<file path="src/rtl/vga_frame_scheduler_if.sv">
// Update handshake between elevator core and frame scheduler.
// Master drives the update request; slave returns ready.
interface vga_frame_scheduler_if;
    logic       upd_valid;
    logic [7:0] upd_dest;
    logic [1:0] upd_state;
    logic       upd_ready;

    modport master (
        output upd_valid,
        output upd_dest,
        output upd_state,
        input  upd_ready
    );

    modport slave (
        input  upd_valid,
        input  upd_dest,
        input  upd_state,
        output upd_ready
    );
endinterface

</file>
<file path="src/rtl/vga_frame_scheduler.sv">
// Frame-synchronous display update scheduler.
// Latches latest update, commits on vblank, blinks per frame.
module vga_frame_scheduler #(
    parameter int MIN_HOLD_FRAMES = 2,
    parameter int BLINK_FRAMES    = 30
) (
    input  logic                  pixel_clk,
    input  logic                  reset_n,
    input  logic                  vblank_pulse,
    vga_frame_scheduler_if.slave  upd,
    output logic [7:0]            disp_dest,
    output logic [1:0]            disp_state,
    output logic                  commit_pulse,
    output logic                  blink,
    output logic [7:0]            drop_cnt
);

    localparam int HW = (MIN_HOLD_FRAMES > 0) ?
                        $clog2(MIN_HOLD_FRAMES + 1) : 1;
    localparam int BW = $clog2(BLINK_FRAMES + 1);
    localparam logic [HW-1:0] HOLD_MAX   = HW'(MIN_HOLD_FRAMES);
    localparam logic [BW-1:0] BLINK_LAST = BW'(BLINK_FRAMES - 1);

    typedef enum logic [1:0] {
        IDLE,
        PENDING,
        COMMIT,
        HOLD
    } state_t;

    state_t        state_q;
    state_t        state_d;
    logic          accept;
    logic          do_commit;
    logic          drop_inc;
    logic          hold_inc;
    logic [7:0]    pend_dest;
    logic [1:0]    pend_state;
    logic          pend_flag;
    logic [HW-1:0] hold_cnt;
    logic [HW-1:0] hold_next;
    logic [BW-1:0] blink_cnt;

    assign upd.upd_ready = reset_n && (state_q != COMMIT);
    assign accept        = upd.upd_valid && upd.upd_ready;
    assign hold_next     = hold_cnt + HW'(1);

    // State register.
    always_ff @(posedge pixel_clk) begin
        if (!reset_n) begin
            state_q <= IDLE;
        end else begin
            state_q <= state_d;
        end
    end

    // Next state and per-cycle control strobes.
    always_comb begin
        state_d   = state_q;
        do_commit = 1'b0;
        drop_inc  = 1'b0;
        hold_inc  = 1'b0;
        unique case (state_q)
            IDLE: begin
                if (accept) begin
                    state_d = PENDING;
                end
            end
            PENDING: begin
                drop_inc = accept;
                if (vblank_pulse) begin
                    state_d = COMMIT;
                end
            end
            COMMIT: begin
                do_commit = 1'b1;
                state_d   = (MIN_HOLD_FRAMES > 0) ? HOLD : IDLE;
            end
            HOLD: begin
                drop_inc = accept && pend_flag;
                if (vblank_pulse) begin
                    hold_inc = 1'b1;
                    if (hold_next == HOLD_MAX) begin
                        state_d = (pend_flag || accept) ?
                                  PENDING : IDLE;
                    end
                end
            end
            default: begin
                state_d = IDLE;
            end
        endcase
    end

    // Pending capture, display load, hold and drop counters.
    always_ff @(posedge pixel_clk) begin
        if (!reset_n) begin
            pend_dest    <= '0;
            pend_state   <= '0;
            pend_flag    <= 1'b0;
            disp_dest    <= '0;
            disp_state   <= '0;
            commit_pulse <= 1'b0;
            hold_cnt     <= '0;
            drop_cnt     <= '0;
        end else begin
            commit_pulse <= do_commit;
            if (accept) begin
                pend_dest  <= upd.upd_dest;
                pend_state <= upd.upd_state;
                pend_flag  <= 1'b1;
            end
            if (do_commit) begin
                disp_dest  <= pend_dest;
                disp_state <= pend_state;
                pend_flag  <= 1'b0;
                hold_cnt   <= '0;
            end else if (hold_inc) begin
                hold_cnt <= hold_next;
            end
            if (drop_inc && (drop_cnt != 8'hFF)) begin
                drop_cnt <= drop_cnt + 8'd1;
            end
        end
    end

    // Frame-based blink, independent of scheduler state.
    always_ff @(posedge pixel_clk) begin
        if (!reset_n) begin
            blink_cnt <= '0;
            blink     <= 1'b0;
        end else if (vblank_pulse) begin
            if (blink_cnt == BLINK_LAST) begin
                blink_cnt <= '0;
                blink     <= ~blink;
            end else begin
                blink_cnt <= blink_cnt + BW'(1);
            end
        end
    end

endmodule

</file>
<file path="src/flat_wrapper.sv">
// flat-port wrapper written by rule: the top's interface ports become plain ports
module vga_frame_scheduler_flat 
#(
    parameter int MIN_HOLD_FRAMES = 2,
    parameter int BLINK_FRAMES    = 30
)
  (pixel_clk, reset_n, vblank_pulse, disp_dest, disp_state, commit_pulse, blink, drop_cnt, upd_upd_valid, upd_upd_dest, upd_upd_state, upd_upd_ready);
  vga_frame_scheduler_if upd_i ();
  input  logic pixel_clk;
  input  logic reset_n;
  input  logic vblank_pulse;
  output logic [7:0] disp_dest;
  output logic [1:0] disp_state;
  output logic commit_pulse;
  output logic blink;
  output logic [7:0] drop_cnt;
  input wire logic [$bits(upd_i.upd_valid)-1:0] upd_upd_valid;
  input wire logic [$bits(upd_i.upd_dest)-1:0] upd_upd_dest;
  input wire logic [$bits(upd_i.upd_state)-1:0] upd_upd_state;
  output wire logic [$bits(upd_i.upd_ready)-1:0] upd_upd_ready;
  assign upd_i.upd_valid = upd_upd_valid;
  assign upd_i.upd_dest = upd_upd_dest;
  assign upd_i.upd_state = upd_upd_state;
  assign upd_upd_ready = upd_i.upd_ready;
  vga_frame_scheduler #(.MIN_HOLD_FRAMES(MIN_HOLD_FRAMES), .BLINK_FRAMES(BLINK_FRAMES)) u_core (.pixel_clk(pixel_clk), .reset_n(reset_n), .vblank_pulse(vblank_pulse), .upd(upd_i), .disp_dest(disp_dest), .disp_state(disp_state), .commit_pulse(commit_pulse), .blink(blink), .drop_cnt(drop_cnt));
endmodule
</file>
<file path="config.mk">
export PLATFORM = sky130hd
export DESIGN_NAME = vga_frame_scheduler_flat
export DESIGN_NICKNAME = d
export VERILOG_FILES = /design/src/rtl/vga_frame_scheduler_if.sv /design/src/rtl/vga_frame_scheduler.sv /design/src/flat_wrapper.sv
export SDC_FILE = /design/constraint.sdc
export NUM_CORES = 1
export LEC_CHECK = 0
export CORE_UTILIZATION = 40
export DETAILED_ROUTE_END_ITERATION = 12
export HOLD_SLACK_MARGIN = 0.12
export PLACE_DENSITY_LB_ADDON = 0.1
export RECOVER_POWER = 25
export SLEW_MARGIN = 10
export SYNTH_ARGS = -nofsm -noshare
export SYNTH_HDL_FRONTEND = slang
export SYNTH_SLANG_ARGS = --single-unit
</file>
<file path="constraint.sdc">
create_clock -name pixel_clk -period 4.05 [get_ports pixel_clk]
set_input_delay 0.405 -clock pixel_clk [delete_from_list [all_inputs] [get_ports pixel_clk]]
set_output_delay 0.405 -clock pixel_clk [all_outputs]
set_load 0.03 [all_outputs]
</file>
==> flow_summary_export.csv, run 1 <==
group,metric,value,unit
synth,yosysUniqueCellTypes,34,
clocking,cts_root_buf,"clkbuf_8",
floorplan,die_w,67.6,um
global_route,grt_pass1_wl,5.89,mm
timing,final_hold_viol_count,0,
floorplan,die_area,0.00457,sq mm
worst_setup_path,critPathRequiredTime,3640,ps
floorplan,start_util,0.424,
synth,ys_ff_latch,40,
timing,drv_slew,0,
layout,layout-drive-gt1-share,0.0676,
floorplan,io_pins,35,
synth,synth.cell_area,0.00172,sq mm
clocking,cts_tree,"done",
timing,rsz0062_at_grt,"no",
timing,setup_violations,0,
clocking,numCtsBuffers,5,
worst_setup_path,r2r_cells,6,
worst_setup_path,cp-start-kind,"register",
floorplan,core-area,0.00406,sq mm
synth,ys_seq_area_frac,0.465,
layout,final_util,0.545,
layout,syn_to_final_growth,28.3,%
place,post-place-ws,1610,ps
clocking,cts_setup_buffers,0,
layout,finalNetCount,244,
clocking,clkSinkCount,40,
worst_setup_path,critical_path.max_fanout,14,
floorplan,rows,23,
global_route,grt_usage,0.178,
place,globalplace.congestion,0.711,
routing,num_vias,1352,
routing,ant_nets,0,
timing,slew_headroom,0.527,
clocking,htree_levels,2,
routing,drt_iter0_drc,24,
clocking,cts_buffer_depth,2,
pwr,p_total,0.00105,W
global_route,antenna_found_initial,0,
floorplan,fp.dieH,67.6,um
synth,synth_nets,209,
timing,fin_crit,2760,ps
pwr,p_per_area,475,mW/mm^2
synth,netlist.area_leader.share,0.465,
routing,post_drt_wl_per_cell,13.0,um
timing,skew,2.55,ps
outcome,run_status,"complete, no violations",
timing,fin_crit_sh,0.680,
timing,setup_tns,0,ps
synth,synthCells,186,
place,dp_hpwl,2.52,mm
pwr,ir_drop,0.259,mV
place,portBuffers,34,
synth,yosys_warnings,0,
clocking,postCtsHoldBufs,0,
timing,worstMarginPinSlew,709,ps
clocking,post_cts_resized,0,
routing,wl,3.53,mm
worst_setup_path,arrival,2350,ps
global_route,grt_pass1_vias,1378,
clocking,insertion_delay,290,ps
worst_hold_path,hold_path.class,"register to register",
clocking,clkTransAtPathRegs,70,ps
synth,syn_area_per_cell,9.26,sq um
pwr,leakage,0.906,nW
place,placedCellCount,264,
worst_setup_path,end_kind,"output port",
global_route,grt-ovfl-total,0,
job,maxCapViolCount,0,
layout,fillCellCount,375,
routing,dr.pass1.iters,4,
synth,synthTopCellsByArea,"dfxtp_1, mux2i_1, nand2_1, ha_1, nor2_1",
global_route,grt_max_degree,24,
worst_setup_path,critPathKind,"register to output port",
synth,yosysTopAreaCell,"dfxtp_1",
worst_hold_path,hold_depth,2,
routing,drc,0,
layout,antenna_cells,0,
timing,timing.fmax,363,MHz
routing,vias_per_cell,4.97,
layout,fin_cells,272,
timing,worst_slack,1290,ps
[stage by stage]
stage	hold slack (ps)	cell area [sq um]
after floorplan	434	1720
after global placement	449	2100
after detailed placement	455	2100
after CTS	468	2210
after global routing	496	2210
final	463	2210
[layer usage]
layer	vias to the layer above	GRT usage	share of wire
met4	0	0.0957	0.020
li1	692	-	-
met2	31	0.308	0.50
met5	-	0	0
met3	7	0.0405	0.033
met1	622	0.201	0.45
[power by group]
group | total (W) | leakage [nW] | internal (W) | switching (W)
logic | 0.000265 | 0.525 | 0.000118 | 0.000147
registers | 0.000466 | 0.326 | 0.000433 | 0.0000333
clock network | 0.000320 | 0.0552 | 0.000183 | 0.000137
[state kept, by name (all words and copies together), names as in the netlist]
signal and flops:
u_core.hold_cnt 2, u_core.blink 1, u_core.blink_cnt 5, u_core.pend_dest 8, u_core.pend_flag 1, u_core.commit_pulse 1, u_core.drop_cnt 8, u_core.pend_state 2
u_core.disp_dest 8, u_core.state_q 2, u_core.disp_state 2
[layout by cell type, fill, tap and decap left out, types with 2 or more instances in the layout]
cell             count
xor2_1               5
nor2_1              23
a21oi_1              2
clkdlybuf4s50_1     33
o21ai_0              2
inv_1                8
nor4_2               2
and2_1               2
ha_1                 9
a211oi_1             2
and4_1               2
nand3_1             14
a311oi_1             2
nand2_1             31
dfxtp_1             40
and3_1               2
nand2b_1             2
clkbuf_8             5
nand4_1              2
mux2i_1             15
[layout make-up]
type | count | area (sq um) | share of cell area
Multi-Input combinational cell | 131 | 861 | 0.390
Timing Repair Buffer | 35 | 348 | 0.157
Sequential cell | 40 | 801 | 0.362
Clock inverter | 2 | 35.0 | 0.0159
Inverter | 8 | 30.0 | 0.0136
Clock buffer | 6 | 72.6 | 0.0328
Tap cell | 50 | 62.6 | 0.0283
[cell usage after synthesis, drive strengths merged]
| library cell | number |
|---|---|
| a21o | 1 |
| nor4 | 2 |
| nand3 | 14 |
| a311oi | 2 |
| clkbuf | 4 |
| nand2 | 31 |
| and3 | 2 |
| o21ai | 3 |
| and2 | 2 |
| nand3b | 1 |
| a21oi | 3 |
| dfxtp | 40 |
| xnor2 | 1 |
| nor2b | 1 |
| o21ba | 1 |
| inv | 8 |
| mux2i | 15 |
| and4 | 2 |
| nand4b | 1 |
| a211oi | 2 |
| nand2b | 2 |
| and4b | 1 |
| ha | 9 |
| and3b | 1 |
| a221oi | 1 |
| a31oi | 1 |
| nor2 | 23 |
| nand4 | 2 |
| nor3 | 2 |
| xor2 | 5 |
| buf | 3 |
[logic make-up (layout without fill, tap and decap cells)]
family / count (synthesis) / after routing / share of synthesized area
AOI/OAI and AO/OA: 14 / 14 / 0.0610
xor gates and xnor gates: 6 / 6 / 0.0305
adders and majority gates: 9 / 9 / 0.0654
buffers and inverters: 15 / 51 / 0.0349
DFF: 40 / 40 / 0.465
muxes: 15 / 15 / 0.0872
and+or+nand+nor: 87 / 87 / 0.256
[worst paths after layout]
check,endpoint,start,slack [ps]
setup / recovery,upd_upd_ready,u_core.state_q[0],1290
hold reg to reg,u_core.pend_state[0],u_core.pend_state[0],460
setup reg to reg,u_core.state_q[0],u_core.state_q[0],1830
hold / removal,u_core.pend_state[0],u_core.pend_state[0],460
[worst max-delay path: stages, from the launching register on]
cell and delay (ps):
dfxtp_1 430, inv_1 120, ha_1 460, nand2b_1 310, inv_1 70, clkdlybuf4s50_1 660
(Power assumes the default switching activity.)
==> run 2: changes to the inputs <==
- clock period: 4.05 -> 2.35 ns (I/O delays scaled with it)
==> run 2 against run 1 <==
Setup slack worse by 960 ps. First-iteration DRC count rose by 38%. Global-route usage grew 1.0 points. Register-to-register slack worse by 1500 ps. Sequential share of layout area decreased by 1.1 points. Sequential power is 72% higher. Core utilization up 1.8 points. Clock power increased by 140%. Largest cell class unchanged. Highest routed layer unchanged.
==> flow_summary_export.csv, run 2 (same netlist as run 1, synthesis figures left out) <==
group,metric,value,unit
place,placed_area,0.00213,sq mm
pwr,switching_share,0.270,
timing,fin_crit_sh,0.856,
worst_setup_path,timing.rr.end,"u_core.state_q[0]",
layout,fin_cells,276,
worst_setup_path,arrival,2190,ps
global_route,grt_pass1_vias,1436,
clocking,htree_levels,2,
pwr,pwr-share-comb,0.225,
routing,drc,0,
layout,layout_commonest_cell,"dfxtp_1",
place,dp_hpwl,2.71,mm
timing,worstMarginPinSlew,421,ps
worst_hold_path,hold_depth,2,
pwr,ir_drop,0.501,mV
clocking,cts_tree,"done",
place,globalplace.congestion,0.754,
routing,vias_per_cell,5.05,
clocking,clkSinkCount,40,
worst_setup_path,critical_path.max_fanout,14,
worst_hold_path,hold_path.class,"register to register",
clocking,clkTransAtPathRegs,80,ps
layout,stdcell_area,0.00228,sq mm
timing,slew_headroom,0.720,
worst_setup_path,critPathMaxStageDelay,420,ps
pwr,leakage,0.945,nW
worst_setup_path,crit_buf_inv,1,
timing,setup_tns,0,ps
worst_setup_path,cp-start-kind,"register",
worst_setup_path,worst-path-stages,6,
layout,finalNetCount,248,
worst_setup_path,r2r_cells,6,
layout,antenna_cells,0,
routing,dr.pass1.iters,4,
worst_setup_path,crit_family,"simple AND/OR/NAND/NOR gates",
worst_setup_path,rr_startpoint,"u_core.state_q[0]",
floorplan,start_util,0.424,
clocking,cts_root_buf,"clkbuf_8",
clocking,insertion_delay,300,ps
floorplan,rows,23,
worst_setup_path,endpoint,"u_core.state_q[0]",
worst_setup_path,critPathKind,"register to register",
floorplan,die_area,0.00457,sq mm
clocking,numCtsBuffers,5,
worst_setup_path,critPathRequiredTime,2530,ps
layout,top_regs,"u_core.disp_dest x8, u_core.drop_cnt x8, u_core.pend_dest x8",
routing,ant_nets,0,
timing,timing.fmax,497,MHz
outcome,run_status,"complete, no violations",
pwr,seq_power_share,0.395,
routing,wl,3.66,mm
timing,final_hold_viol_count,0,
job,maxCapViolCount,0,
routing,num_vias,1393,
timing,setup_violations,0,
pwr,p_switching,0.000547,W
timing,rsz0062_at_grt,"no",
worst_setup_path,crit_slowest_cell,"dfxtp_1",
clocking,cts_setup_buffers,0,
layout,syn_to_final_growth,32.5,%
floorplan,die_w,67.6,um
place,post-place-ws,360,ps
routing,drt_iter0_drc,33,
layout,layout_common_cells,"dfxtp_1, nand2_1, clkdlybuf4s50_1",
global_route,grt_max_degree,23,
timing,fin_crit,2010,ps
pwr,clkPwrFrac,0.380,
layout,layout-drive-gt1-share,0.0841,
floorplan,core-area,0.00406,sq mm
clocking,postCtsHoldBufs,0,
pwr,p_int,0.00148,W
global_route,grt_pass1_wl,6.33,mm
global_route,grt-ovfl-total,0,
worst_setup_path,end_kind,"register",
worst_setup_path,r2r_slack,340,ps
floorplan,io_pins,35,
clocking,post_cts_resized,0,
place,placedCellCount,268,
timing,drv_slew,0,
floorplan,fp.dieH,67.6,um
timing,skew,6.20,ps
clocking,cts_buffer_depth,2,
worst_setup_path,crit_start,"u_core.state_q[0]",
pwr,p_per_area,889,mW/mm^2
worst_setup_path,cp_cell_sequence,"inv_1 -> ha_1 -> nand3b_4 -> a221oi_2 -> and4b_1 -> nor4_2",
global_route,grt_usage,0.189,
timing,worst_slack,339,ps
routing,post_drt_wl_per_cell,13.2,um
place,portBuffers,34,
global_route,antenna_found_initial,0,
run 2: per-layer routing:
metal,vias to the layer above,global-route usage,part of all wire
met3,5,0.0591,0.037
met5,-,0,0
li1,703,-,-
met4,0,0.0638,0.013
met2,28,0.335,0.52
met1,657,0.209,0.43
run 2: power groups by stage:
stage / sequential, W / clock (W) / combinational [W]
6_report: 0.000800 / 0.000771 / 0.000455
5_1_grt: 0.000811 / 0.000825 / 0.000509
4_1_cts: 0.000802 / 0.000794 / 0.000469
3_5_place_dp: 0.000816 / 0 / 0.000467
3_3_place_gp: 0.000813 / 0 / 0.000448
2_1_floorplan: 0.000843 / 0 / 0.000294
run 2: layout make-up:
class / instances / area (sq um)
clock buffer: 5 / 68.8
clock inverter: 3 / 90.1
fill: 359 / 1780
inverter: 8 / 30.0
multi-input combinational: 131 / 861
sequential: 40 / 801
tap: 50 / 62.6
timing repair buffer: 39 / 368
run 2: worst reg2reg max path, stage by stage, from the launching register on:
cell and delay, ps:
dfxtp_1 420, inv_1 110, ha_1 340, nand3b_4 320, a221oi_2 370, and4b_1 270
nor4_2 60
run 2: how the worst min path moves through the flow:
stage | startpoint | end | slack (ps)
finish | u_core.pend_state[0] | u_core.pend_state[0] | 460
global route | upd_upd_state[0] | u_core.pend_state[0] | 470
floorplan | upd_upd_dest[0] | u_core.pend_dest[0] | 330
CTS | upd_upd_dest[2] | u_core.pend_dest[2] | 470
global placement | u_core.pend_state[0] | u_core.pend_state[0] | 450
detailed placement | u_core.pend_dest[0] | u_core.pend_dest[0] | 450
run 2: metrics by stage:
step	hold WS, ps	utilization	power (W)
2_1_floorplan	334	-	0.00114
3_3_place_gp	449	0.525	0.00126
3_5_place_dp	455	0.525	0.00128
4_1_cts	465	0.564	0.00206
5_1_grt	468	0.562	0.00215
6_report	463	0.562	0.00203
==> run 3: changes to the inputs <==
- REMOVE_ABC_BUFFERS: default -> 1
==> run 3 against run 2 <==
Non-clock buffer count fell by 2. Die area unchanged. Largest cell class unchanged. First-iteration DRC count up 88%. Combinational power is 3% higher. Highest routed layer unchanged.
==> flow_summary_export.csv, run 3 (same netlist as run 1, synthesis figures left out) <==
group,metric,value,unit
outcome,run_status,"complete, no violations",
place,portBuffers,34,
timing,worstMarginPinSlew,543,ps
worst_setup_path,cp-start-kind,"register",
worst_setup_path,critPathKind,"register to output port",
floorplan,die_w,67.6,um
timing,drv_slew,0,
routing,wl,3.55,mm
timing,skew,4.23,ps
layout,finalNetCount,246,
job,maxCapViolCount,0,
global_route,grt_max_degree,19,
clocking,cts_tree,"done",
timing,worst_slack,398,ps
timing,final_hold_viol_count,0,
layout,layout_common_cells,"dfxtp_1, clkdlybuf4s50_1, nand2_1",
global_route,grt-ovfl-total,0,
worst_setup_path,critical_path.max_fanout,13,
floorplan,rows,23,
routing,drt_iter0_drc,62,
global_route,grt_usage,0.175,
clocking,cts_buffer_depth,2,
clocking,cts_root_buf,"clkbuf_8",
place,post-place-ws,324,ps
routing,ant_nets,0,
timing,setup_tns,0,ps
worst_setup_path,crit_buf_inv,4,
global_route,antenna_found_initial,0,
pwr,p_per_area,835,mW/mm^2
floorplan,io_pins,35,
clocking,numCtsBuffers,5,
layout,fillCellCount,362,
floorplan,core-area,0.00406,sq mm
clocking,insertion_delay,300,ps
timing,rsz0062_at_grt,"no",
routing,num_vias,1380,
layout,multi_input_area,861,sq um
worst_setup_path,crit_family,"buffers and inverters",
floorplan,fp.dieH,67.6,um
timing,setup_violations,0,
routing,vias_per_cell,5.04,
layout,final_util,0.551,
worst_setup_path,crit_slowest_cell,"dfxtp_1",
timing,timing.fmax,512,MHz
clocking,clkSinkCount,40,
floorplan,die_area,0.00457,sq mm
global_route,grt_pass1_wl,5.90,mm
place,globalplace.congestion,0.761,
place,dp_hpwl,2.53,mm
clocking,postCtsHoldBufs,0,
floorplan,start_util,0.424,
routing,post_drt_wl_per_cell,13.0,um
worst_setup_path,critPathMaxStageDelay,430,ps
global_route,grt_pass1_vias,1333,
routing,drc,0,
clocking,post_cts_resized,0,
layout,layout_commonest_cell,"dfxtp_1",
layout,regArea,801,sq um
layout,syn_to_final_growth,29.9,%
pwr,ir_drop,0.464,mV
clocking,cts_setup_buffers,0,
timing,slew_headroom,0.638,
clocking,clkTransAtPathRegs,80,ps
timing,fin_crit_sh,0.831,
worst_hold_path,hold_path.class,"register to register",
layout,top_regs,"u_core.disp_dest x8, u_core.drop_cnt x8, u_core.pend_dest x8",
routing,dr.pass1.iters,4,
layout,layout-drive-gt1-share,0.0848,
layout,antenna_cells,0,
worst_setup_path,critPathRequiredTime,2120,ps
worst_setup_path,end_kind,"output port",
worst_setup_path,arrival,1720,ps
timing,fin_crit,1950,ps
clocking,htree_levels,2,
pwr,leakage,0.924,nW
worst_setup_path,cp_cell_sequence,"inv_1 -> ha_1 -> buf_4 -> nand2b_1 -> inv_1 -> buf_4",
run 3: cell count changes in the layout (fill, tap and decap cells not counted), sizes merged:
| cell | before | now |
|---|---|---|
| clkinv | 0 | 1 |
| dlygate4sd3 | 2 | 1 |
| bufinv | 3 | 1 |
| clkdlybuf4s50 | 31 | 32 |
| clkbuf | 7 | 6 |
run 3: layer usage:
metal | up-vias | wire (um) | global-route usage | part of all wire
met3 | 9 | 176 | 0.0507 | 0.050
met4 | 0 | 66 | 0.0771 | 0.019
met2 | 37 | 1710 | 0.298 | 0.48
met5 | - | 0 | 0 | 0
li1 | 701 | - | - | -
met1 | 633 | 1600 | 0.201 | 0.45
run 3: cell type report:
cell class	count	share of cell area
Tap cell	50	0.0280
Timing Repair Buffer	37	0.161
Clock inverter	2	0.0173
Multi-Input combinational cell	131	0.385
Clock buffer	6	0.0369
Inverter	8	0.0134
Sequential cell	40	0.358
run 3: path summary, 6_finish.rpt:
check / start / to / slack (ps) / cells after the start
worst min-delay path: u_core.pend_dest[7] / u_core.pend_dest[7] / 460 / 2
worst max-delay path: u_core.state_q[0] / upd_upd_ready / 400 / 6
worst max register to register: u_core.state_q[0] / u_core.state_q[0] / 440 / 6
worst min register to register: u_core.pend_dest[7] / u_core.pend_dest[7] / 460 / 2
run 3: metrics by stage:
| stage | instances | cell area [sq um] | power [W] | hold WS [ps] |
|---|---|---|---|---|
| finish | 274 | 2240 | 0.00187 | 461 |
| global route | 274 | 2240 | 0.00196 | 470 |
| CTS | 274 | 2240 | 0.00188 | 460 |
| detailed placement | 266 | 2110 | 0.00129 | 447 |
| global placement | 266 | 2110 | 0.00126 | 447 |
| floorplan | 179 | 1690 | 0.00113 | 330 |
run 3: power by group:
| group | total (W) | switching [W] | internal, W |
|---|---|---|---|
| Clock | 0.000596 | 0.000249 | 0.000347 |
| Combinational | 0.000469 | 0.000263 | 0.000206 |
| Sequential | 0.000802 | 0.0000561 | 0.000745 |
run 3: tightest hold or removal path, stage by stage, from the launching register on:
cell	delay (ps)
dfxtp_1	320
nand3_1	60
nand2_1	50
